## src/rtl/dmem_arbiter.sv

```systemverilog
// Round-robin arbiter sharing the data-memory port between the core (C) and debug (D) requesters.
// Each granted request runs one fixed-latency memory access and returns a one-cycle response strobe.
module dmem_arbiter #(
   parameter int unsigned ADDR_W  = 32,
   parameter int unsigned DATA_W  = 32,
   parameter int unsigned MEM_LAT = 1
) (
   input  logic              clk,
   input  logic              reset,

   input  logic              c_req_valid,
   output logic              c_req_ready,
   input  logic              c_req_we,
   input  logic [ADDR_W-1:0] c_req_addr,
   input  logic [DATA_W-1:0] c_req_wdata,
   output logic              c_rsp_valid,
   output logic [DATA_W-1:0] c_rsp_rdata,

   input  logic              d_req_valid,
   output logic              d_req_ready,
   input  logic              d_req_we,
   input  logic [ADDR_W-1:0] d_req_addr,
   input  logic [DATA_W-1:0] d_req_wdata,
   output logic              d_rsp_valid,
   output logic [DATA_W-1:0] d_rsp_rdata,

   output logic              mem_en,
   output logic              mem_we,
   output logic [ADDR_W-1:0] mem_addr,
   output logic [DATA_W-1:0] mem_wdata,
   input  logic [DATA_W-1:0] mem_rdata,

   output logic              busy,
   output logic              grant_id
);

   generate
      if ((MEM_LAT < 1) || (MEM_LAT > 15)) begin : g_bad_lat
         $error("dmem_arbiter: MEM_LAT must be in 1..15");
      end
   endgenerate

   localparam logic [3:0] LAT_CNT = 4'(MEM_LAT);

   typedef enum logic [1:0] {
      S_IDLE,
      S_ISSUE,
      S_WAIT,
      S_RESP
   } state_t;

   state_t            state_q, state_d;
   logic              last_grant_q;
   logic              owner_q;
   logic              we_q;
   logic [ADDR_W-1:0] addr_q;
   logic [DATA_W-1:0] wdata_q;
   logic [3:0]        cnt_q;
   logic [DATA_W-1:0] c_rdata_q, d_rdata_q;

   logic              any_valid;
   logic              win_id;
   logic              accept;
   logic              capture;

   // Tie goes to the port that did not win last time; a lone requester always wins.
   assign any_valid = c_req_valid | d_req_valid;
   assign win_id    = (c_req_valid & d_req_valid) ? ~last_grant_q : d_req_valid;
   // Gating with reset keeps ready low while reset is held, even with valid inputs.
   assign accept    = reset & (state_q == S_IDLE) & any_valid;
   assign capture   = (state_q == S_WAIT) && (cnt_q == 4'd1);

   assign c_req_ready = accept & ~win_id;
   assign d_req_ready = accept &  win_id;

   // NOTE: every variable gets a default first so no path leaves it unassigned (no latch).
   always_comb begin
      state_d = state_q;
      case (state_q)
         S_IDLE:  if (any_valid) state_d = S_ISSUE;
         S_ISSUE: state_d = S_WAIT;
         S_WAIT:  if (cnt_q == 4'd1) state_d = S_RESP;
         S_RESP:  state_d = S_IDLE;
         default: state_d = S_IDLE;
      endcase
   end

   // NOTE: sequential state uses non-blocking assignments so all flops update together.
   always_ff @(posedge clk or negedge reset) begin
      if (!reset) begin
         state_q      <= S_IDLE;
         last_grant_q <= 1'b1;
         owner_q      <= 1'b0;
         we_q         <= 1'b0;
         addr_q       <= '0;
         wdata_q      <= '0;
         cnt_q        <= 4'd0;
      end else begin
         state_q <= state_d;
         if (accept) begin
            owner_q      <= win_id;
            last_grant_q <= win_id;
            we_q         <= win_id ? d_req_we    : c_req_we;
            addr_q       <= win_id ? d_req_addr  : c_req_addr;
            wdata_q      <= win_id ? d_req_wdata : c_req_wdata;
         end
         if (state_q == S_ISSUE) begin
            cnt_q <= LAT_CNT;
         end else if (state_q == S_WAIT) begin
            cnt_q <= cnt_q - 4'd1;
         end
      end
   end

   // NOTE: read-data holding registers are reset too, since every output must read 0 in reset.
   always_ff @(posedge clk or negedge reset) begin
      if (!reset) begin
         c_rdata_q <= '0;
         d_rdata_q <= '0;
      end else if (capture && !we_q) begin
         if (owner_q) d_rdata_q <= mem_rdata;
         else         c_rdata_q <= mem_rdata;
      end
   end

   assign mem_en    = (state_q == S_ISSUE);
   assign mem_we    = mem_en & we_q;
   assign mem_addr  = mem_en ? addr_q  : '0;
   assign mem_wdata = mem_en ? wdata_q : '0;

   assign c_rsp_valid = (state_q == S_RESP) & ~owner_q;
   assign d_rsp_valid = (state_q == S_RESP) &  owner_q;
   assign c_rsp_rdata = c_rdata_q;
   assign d_rsp_rdata = d_rdata_q;

   assign busy     = (state_q != S_IDLE);
   assign grant_id = owner_q;

endmodule

```

## config.mk

```make
export PLATFORM = sky130hd
export DESIGN_NAME = dmem_arbiter
export DESIGN_NICKNAME = d
export VERILOG_FILES = /design/src/rtl/dmem_arbiter.sv
export SDC_FILE = /design/constraint.sdc
export NUM_CORES = 1
export LEC_CHECK = 0
export CAP_MARGIN = 20
export CORE_ASPECT_RATIO = 1.5
export CORE_MARGIN = 10
export CORE_UTILIZATION = 42
export CTS_BUF_LIST = sky130_fd_sc_hd__clkbuf_8
export CTS_CLUSTER_DIAMETER = 100
export DETAILED_ROUTE_END_ITERATION = 10
export PLACE_DENSITY_LB_ADDON = 0.3
export SYNTH_ARGS = -nofsm -noshare
export SYNTH_HDL_FRONTEND = slang
export SYNTH_SLANG_ARGS = --single-unit
```

## constraint.sdc

```tcl
create_clock -name clk -period 2.44 [get_ports clk]
set_input_delay 0.366 -clock clk [delete_from_list [all_inputs] [get_ports clk]]
set_output_delay 0.366 -clock clk [all_outputs]
set_load 0.01 [all_outputs]
```

======== Yosys cells after proc, flatten, opt, wreduce, memory -nomap -nowiden ========
Cells that the tools add are included.
cells by class
  $add $sub $neg .......................... 1
  eq/ne operators ......................... 6
  multiplexer cells ....................... 11
  bitwise gates (word level) .............. 12
  reduce and logical (&&, ||, !) cells .... 9
operators with widths
  cell                                                                 number
  32-bit two-way mux                                                   4
  1-bit bitwise AND                                                    8
  4-bit two-way mux                                                    2
  2-bit case mux with 4 select lines                                   1
  2-bit AND reduction                                                  3
  2-bit == test (second input constant)                                2
  4-bit by 1-bit == test with 1-bit output (second input constant)     1
  2-bit two-way mux                                                    2
  2-bit inequality test (second input constant)                        2
  2-bit nonzero test                                                   2
  4-bit by 1-bit subtractor with 4-bit output (second input constant)  1
  1-bit inverter                                                       3
  2-bit by 1-bit == test with 1-bit output (second input constant)     1
  1-bit logical AND                                                    2
  2-bit logical NOT                                                    1
  1-bit two-way mux                                                    2
  1-bit logical NOT                                                    1
  1-bit bitwise OR                                                     1
storage, ports and cells
  flip-flop bits (word level) ............. 137
  bits of input ports ..................... 166
  output and inout bits ................... 136
  logic and storage cells ................. 48

======== Longest topological paths before layout ========
  depth in word-level cells ............... 4
  depth in mapped cells ................... 7
  depth with buffers taken out ............ 5

======== Worst setup path before layout ========
Ideal clock, no wire load.
  kind .................................... reg2reg
  start point ............................. reg cnt_q[1]
  end point ............................... reg c_rdata_q[10] (netlist: c_rsp_rdata[10])
  setup time .............................. 125 ps
  arrival time ............................ 1983 ps
  data required time ...................... 2315 ps
  path slack .............................. 332 ps
  stages on the path, launching flop included .. 8
  buffers on the path ..................... 2
  clock period less this slack ............ 2108 ps
  path through ............................ dfrtp_1 -> inv_1 -> ha_1 -> or3b_4 -> or4b_4 -> buf_6 -> buf_12 -> mux2_4
between the ends
  cells in the longest elaborated chain, start to end .. 4
ends and longest elaborated chain
  item                                      RTL line  RTL
  start: declaration                        58        logic [3:0] cnt_q;
  start signal: assignment                  110       cnt_q <= cnt_q - 4'd1;
  4-bit by 1-bit == test with 1-bit output  71        assign capture = (state_q == S_WAIT) && (cnt_q == 4'd1);
  1-bit logical AND                         71
  1-bit logical AND                         120       end else if (capture && !we_q) begin
  2-bit AND reduction (no line)             n/a
  end signal: assignment                    122       else c_rdata_q <= mem_rdata;
  end: declaration                          59        logic [DATA_W-1:0] c_rdata_q, d_rdata_q;
Every way passes these cells.
A chain may end at the register's enable or synchronous reset.

======== Worst setup path in the final report ========
  start point ............................. reg state_q[1]
  end point ............................... out mem_wdata[5]
between the ends
  cells in the longest elaborated chain, start to end .. 2
ends and longest elaborated chain
  item                                      RTL line  RTL
  start: declaration                        52        state_t state_q, state_d;
  start signal: assignment                  99        state_q <= state_d;
  2-bit by 1-bit == test with 1-bit output  126       assign mem_en = (state_q == S_ISSUE);
  32-bit two-way mux                        129       assign mem_wdata = mem_en ? wdata_q : '0;
  end: declaration                          30        output logic [DATA_W-1:0] mem_wdata,
Every way passes these cells.

==> summary.txt <==
Outcome
  • Status: finished, final reports clean

Drt
  • DR vias/cell: 5.24
  • Routed Antenna Nets: 0
  • DRC violations left: 0
  • Detailed-route via count: 5139
  • Total Wirelength: 21.8 mm
  • DRT iter0 DRCs: 306
  • First-pass DRT Iterations: 6
  • Wirelength per Cell: 22.2 µm

Clock tree
  • CTS tree: yes
  • Root Driver: clkbuf_8
  • Sink Count: 137
  • Clock Pin Slew Worst Setup and Hold Paths: 70 ps
  • H-Tree Depth: 4
  • CTS hold repair buffers: 0
  • Skew-Pair Late Insertion Delay: 430 ps
  • CTS max path bufs: 2
  • Number of CTS-inserted buffers: 17

STA
  • Setup Viol. Count Final: 0
  • Relative slew slack: 48.8%
  • Max Fclk: 428 MHz
  • Slew @ Worst Pin: 768 ps
  • Unrepaired setup endpoints after global routing: true
  • Fin. max-slew vios: 0
  • Max Clock Skew: 19.1 ps
  • Final min period: 2340 ps
  • Tcrit/Tclk final: 95.8%
  • Sum Neg Setup Slack: 0 ps
  • Endpoints failing hold: 0

Critical path
  • Critical Path AT: 1970 ps
  • Required @ worst endpoint: 2070 ps
  • Crit path capture type: primary output
  • WS Path Type: register to primary output
  • Startpoint types: register
  • Crit Path Max Fanout: 17

Floorplan
  • Starting density of the core: 42.8%
  • Die X: 120 µm
  • Ports: 302
  • Num rows: 54
  • Die H: 169 µm
  • Die Area: 20200 µm²
  • CORE AREA: 14600 µm²

Synthesis
  • Mean Syn Cell Area: 13.1 µm²
  • Post-synth EDFFs: 0
  • Syn nets: 651
  • Mapped Cells: 478
  • Cell area after synthesis: 6240 µm²
  • Register area share after synthesis: 55.0%
  • Number of synthesized register bits: 137
  • Ys async rst share: 100%
  • Warnings from Yosys: 0
  • Distinct cells, synth: 30
  • Post-synth top flop: dfrtp_1

GRT
  • Vias in the first global route: 5814
  • Gr ovfl total: 0
  • Total global-route track usage: 21.2%
  • Largest net degree at the start of global routing: 138
  • First-pass GRT wire length: 33.8 mm
  • Initial antenna violation count: 0

Layout
  • Share of cells above drive strength 1: 14.9%
  • Post-Layout Cell Count: 981
  • Fin nets: 945
  • Ant diodes: 0
  • Filler cell count: 1098
  • Design Area, Final: 9890 µm²
  • Area growth from synthesis to layout: 58.4%

Placement
  • Placed insts: 947
  • RD Place Congestion: 0.781
  • Post-DP HPWL: 16.1 mm
  • Post-DP Area: 9440 µm²
  • IO buf count: 301

Flow run
  • Number of max-cap violations: 0

Min path
  • Worst Hold Class: primary input to async pin

Power and ir drop
  • Leak: 4.56 nW
  • Power per cell area: 1070 nW/µm²
  • Max rail drop VDD: 0.000589 V
  • Final Power: 10.6 mW
-- layout by cell type (no fill, tap or decap), types with 3 or more instances in the layout --
master           instances
and2_1                 131
mux2_4                  30
clkdlybuf4s50_1        268
buf_12                   4
buf_4                    4
dlygate4sd2_1           23
inv_1                    7
a221o_1                 65
inv_6                    3
mux2_2                  35
dlymetal6s2s_1           9
clkinv_4                 5
nor2_1                   4
dfrtp_1                135
ha_1                     6
clkbuf_8                19
-- where the power goes --
part           internal (mW)  total, mW  switching (mW)
Sequential              3.26       3.86           0.593
Clock                  0.890       1.85           0.961
Combinational           2.97       4.92            1.95
Total                   7.13       10.6            3.50
-- final timing paths --
path                                             startpoint                     endpoint  slack (ps)  cells past startpoint
worst max-delay path                 state_q[1]$_DFFE_PN0P_                 mem_wdata[5]         100                      5
worst min-delay path                                  reset         cnt_q[2]$_DFFE_PN0P_          70                      2
worst max register to register         cnt_q[1]$_DFFE_PN0P_  c_rsp_rdata[23]$_DFFE_PN0P_         120                      5
worst min register to register  d_rsp_rdata[25]$_DFFE_PN0P_  d_rsp_rdata[25]$_DFFE_PN0P_         510                      1
max in group asynchronous                             reset       state_q[0]$_DFFE_PN0P_        1760                      2
min in group clk                d_rsp_rdata[25]$_DFFE_PN0P_  d_rsp_rdata[25]$_DFFE_PN0P_         510                      1
-- routing by layer --
metal	part of all wire (%)	vias to the layer above	track usage [%]	wire length [µm]
li1	-	2299	-	-
met1	40	2547	24.3	8660
met2	49	261	34.8	10600
met3	9.4	32	8.79	2050
met4	2.3	0	7.47	505
met5	0	-	0	0
-- cells in the mapped netlist (2+ instances only) --
cell type	number	share of area (%)
a21o_1	2	0.24
a21oi_1	3	0.24
a221o_1	65	10
and2_1	131	13
buf_1	2	0.12
buf_12	3	0.96
buf_2	3	0.24
clkbuf_1	27	1.6
dfrtp_1	136	55
ha_1	7	1.4
inv_1	8	0.48
mux2_2	35	6.3
mux2_4	30	7.2
nand2_1	2	0.12
nand3_1	2	0.16
nand3b_1	2	0.24
nor2_1	5	0.30
nor2b_1	2	0.20
o22ai_1	2	0.20
-- layout make-up --
class / instances / area (µm²) / share of cell area [%]
clock buffers: 19 / 262 / 2.64
well taps: 196 / 245 / 2.48
repair buffers: 311 / 3160 / 32.0
multi-input cells: 297 / 2620 / 26.5
flip-flops and latches: 137 / 3430 / 34.7
inverters: 8 / 30.0 / 0.304
clock inverters: 13 / 135 / 1.37
-- through the flow --
stage	utilization (%)	worst slack, ps	hold slack [ps]
floorplan	-	332	70.4
global placement	64.7	150	490
detailed placement	64.7	121	492
CTS	67.6	3.98	106
global route	67.8	-0.367	112
finish	67.8	103	68.9
-- critical path, cell delays in order (launching register included) --
cell	delay, ps
dfrtp_1	400
inv_2	90
ha_4	170
buf_6	170
and2_1	160
clkdlybuf4s50_1	560
-- state kept, by name, summed over array words and instances (netlist names) --
signal,cells
addr_q,32
c_rsp_rdata,32
cnt_q,4
d_rsp_rdata,32
grant_id,1
last_grant_q,1
state_q,2
wdata_q,32
we_q,1
-- cell families (layout without fill, tap and decap cells) --
logic type,count (synthesis),in the layout,share of synthesized area (%)
and+or+nand+nor,148,148,14.8
AOI/OAI and AO/OA,76,76,11.6
DFF,137,137,55.0
buffers and inverters,44,351,3.61
muxes,66,66,13.7
adders and majority gates,7,7,1.40
-- repair_timing --
action	CTS	global route
pin swaps	0	0
setup endpoints to repair	67	23
buffers inserted	1	0
gates resized for setup	26	10
gates cloned	1	0
Note: power is estimated with default switching activity, not from simulation.
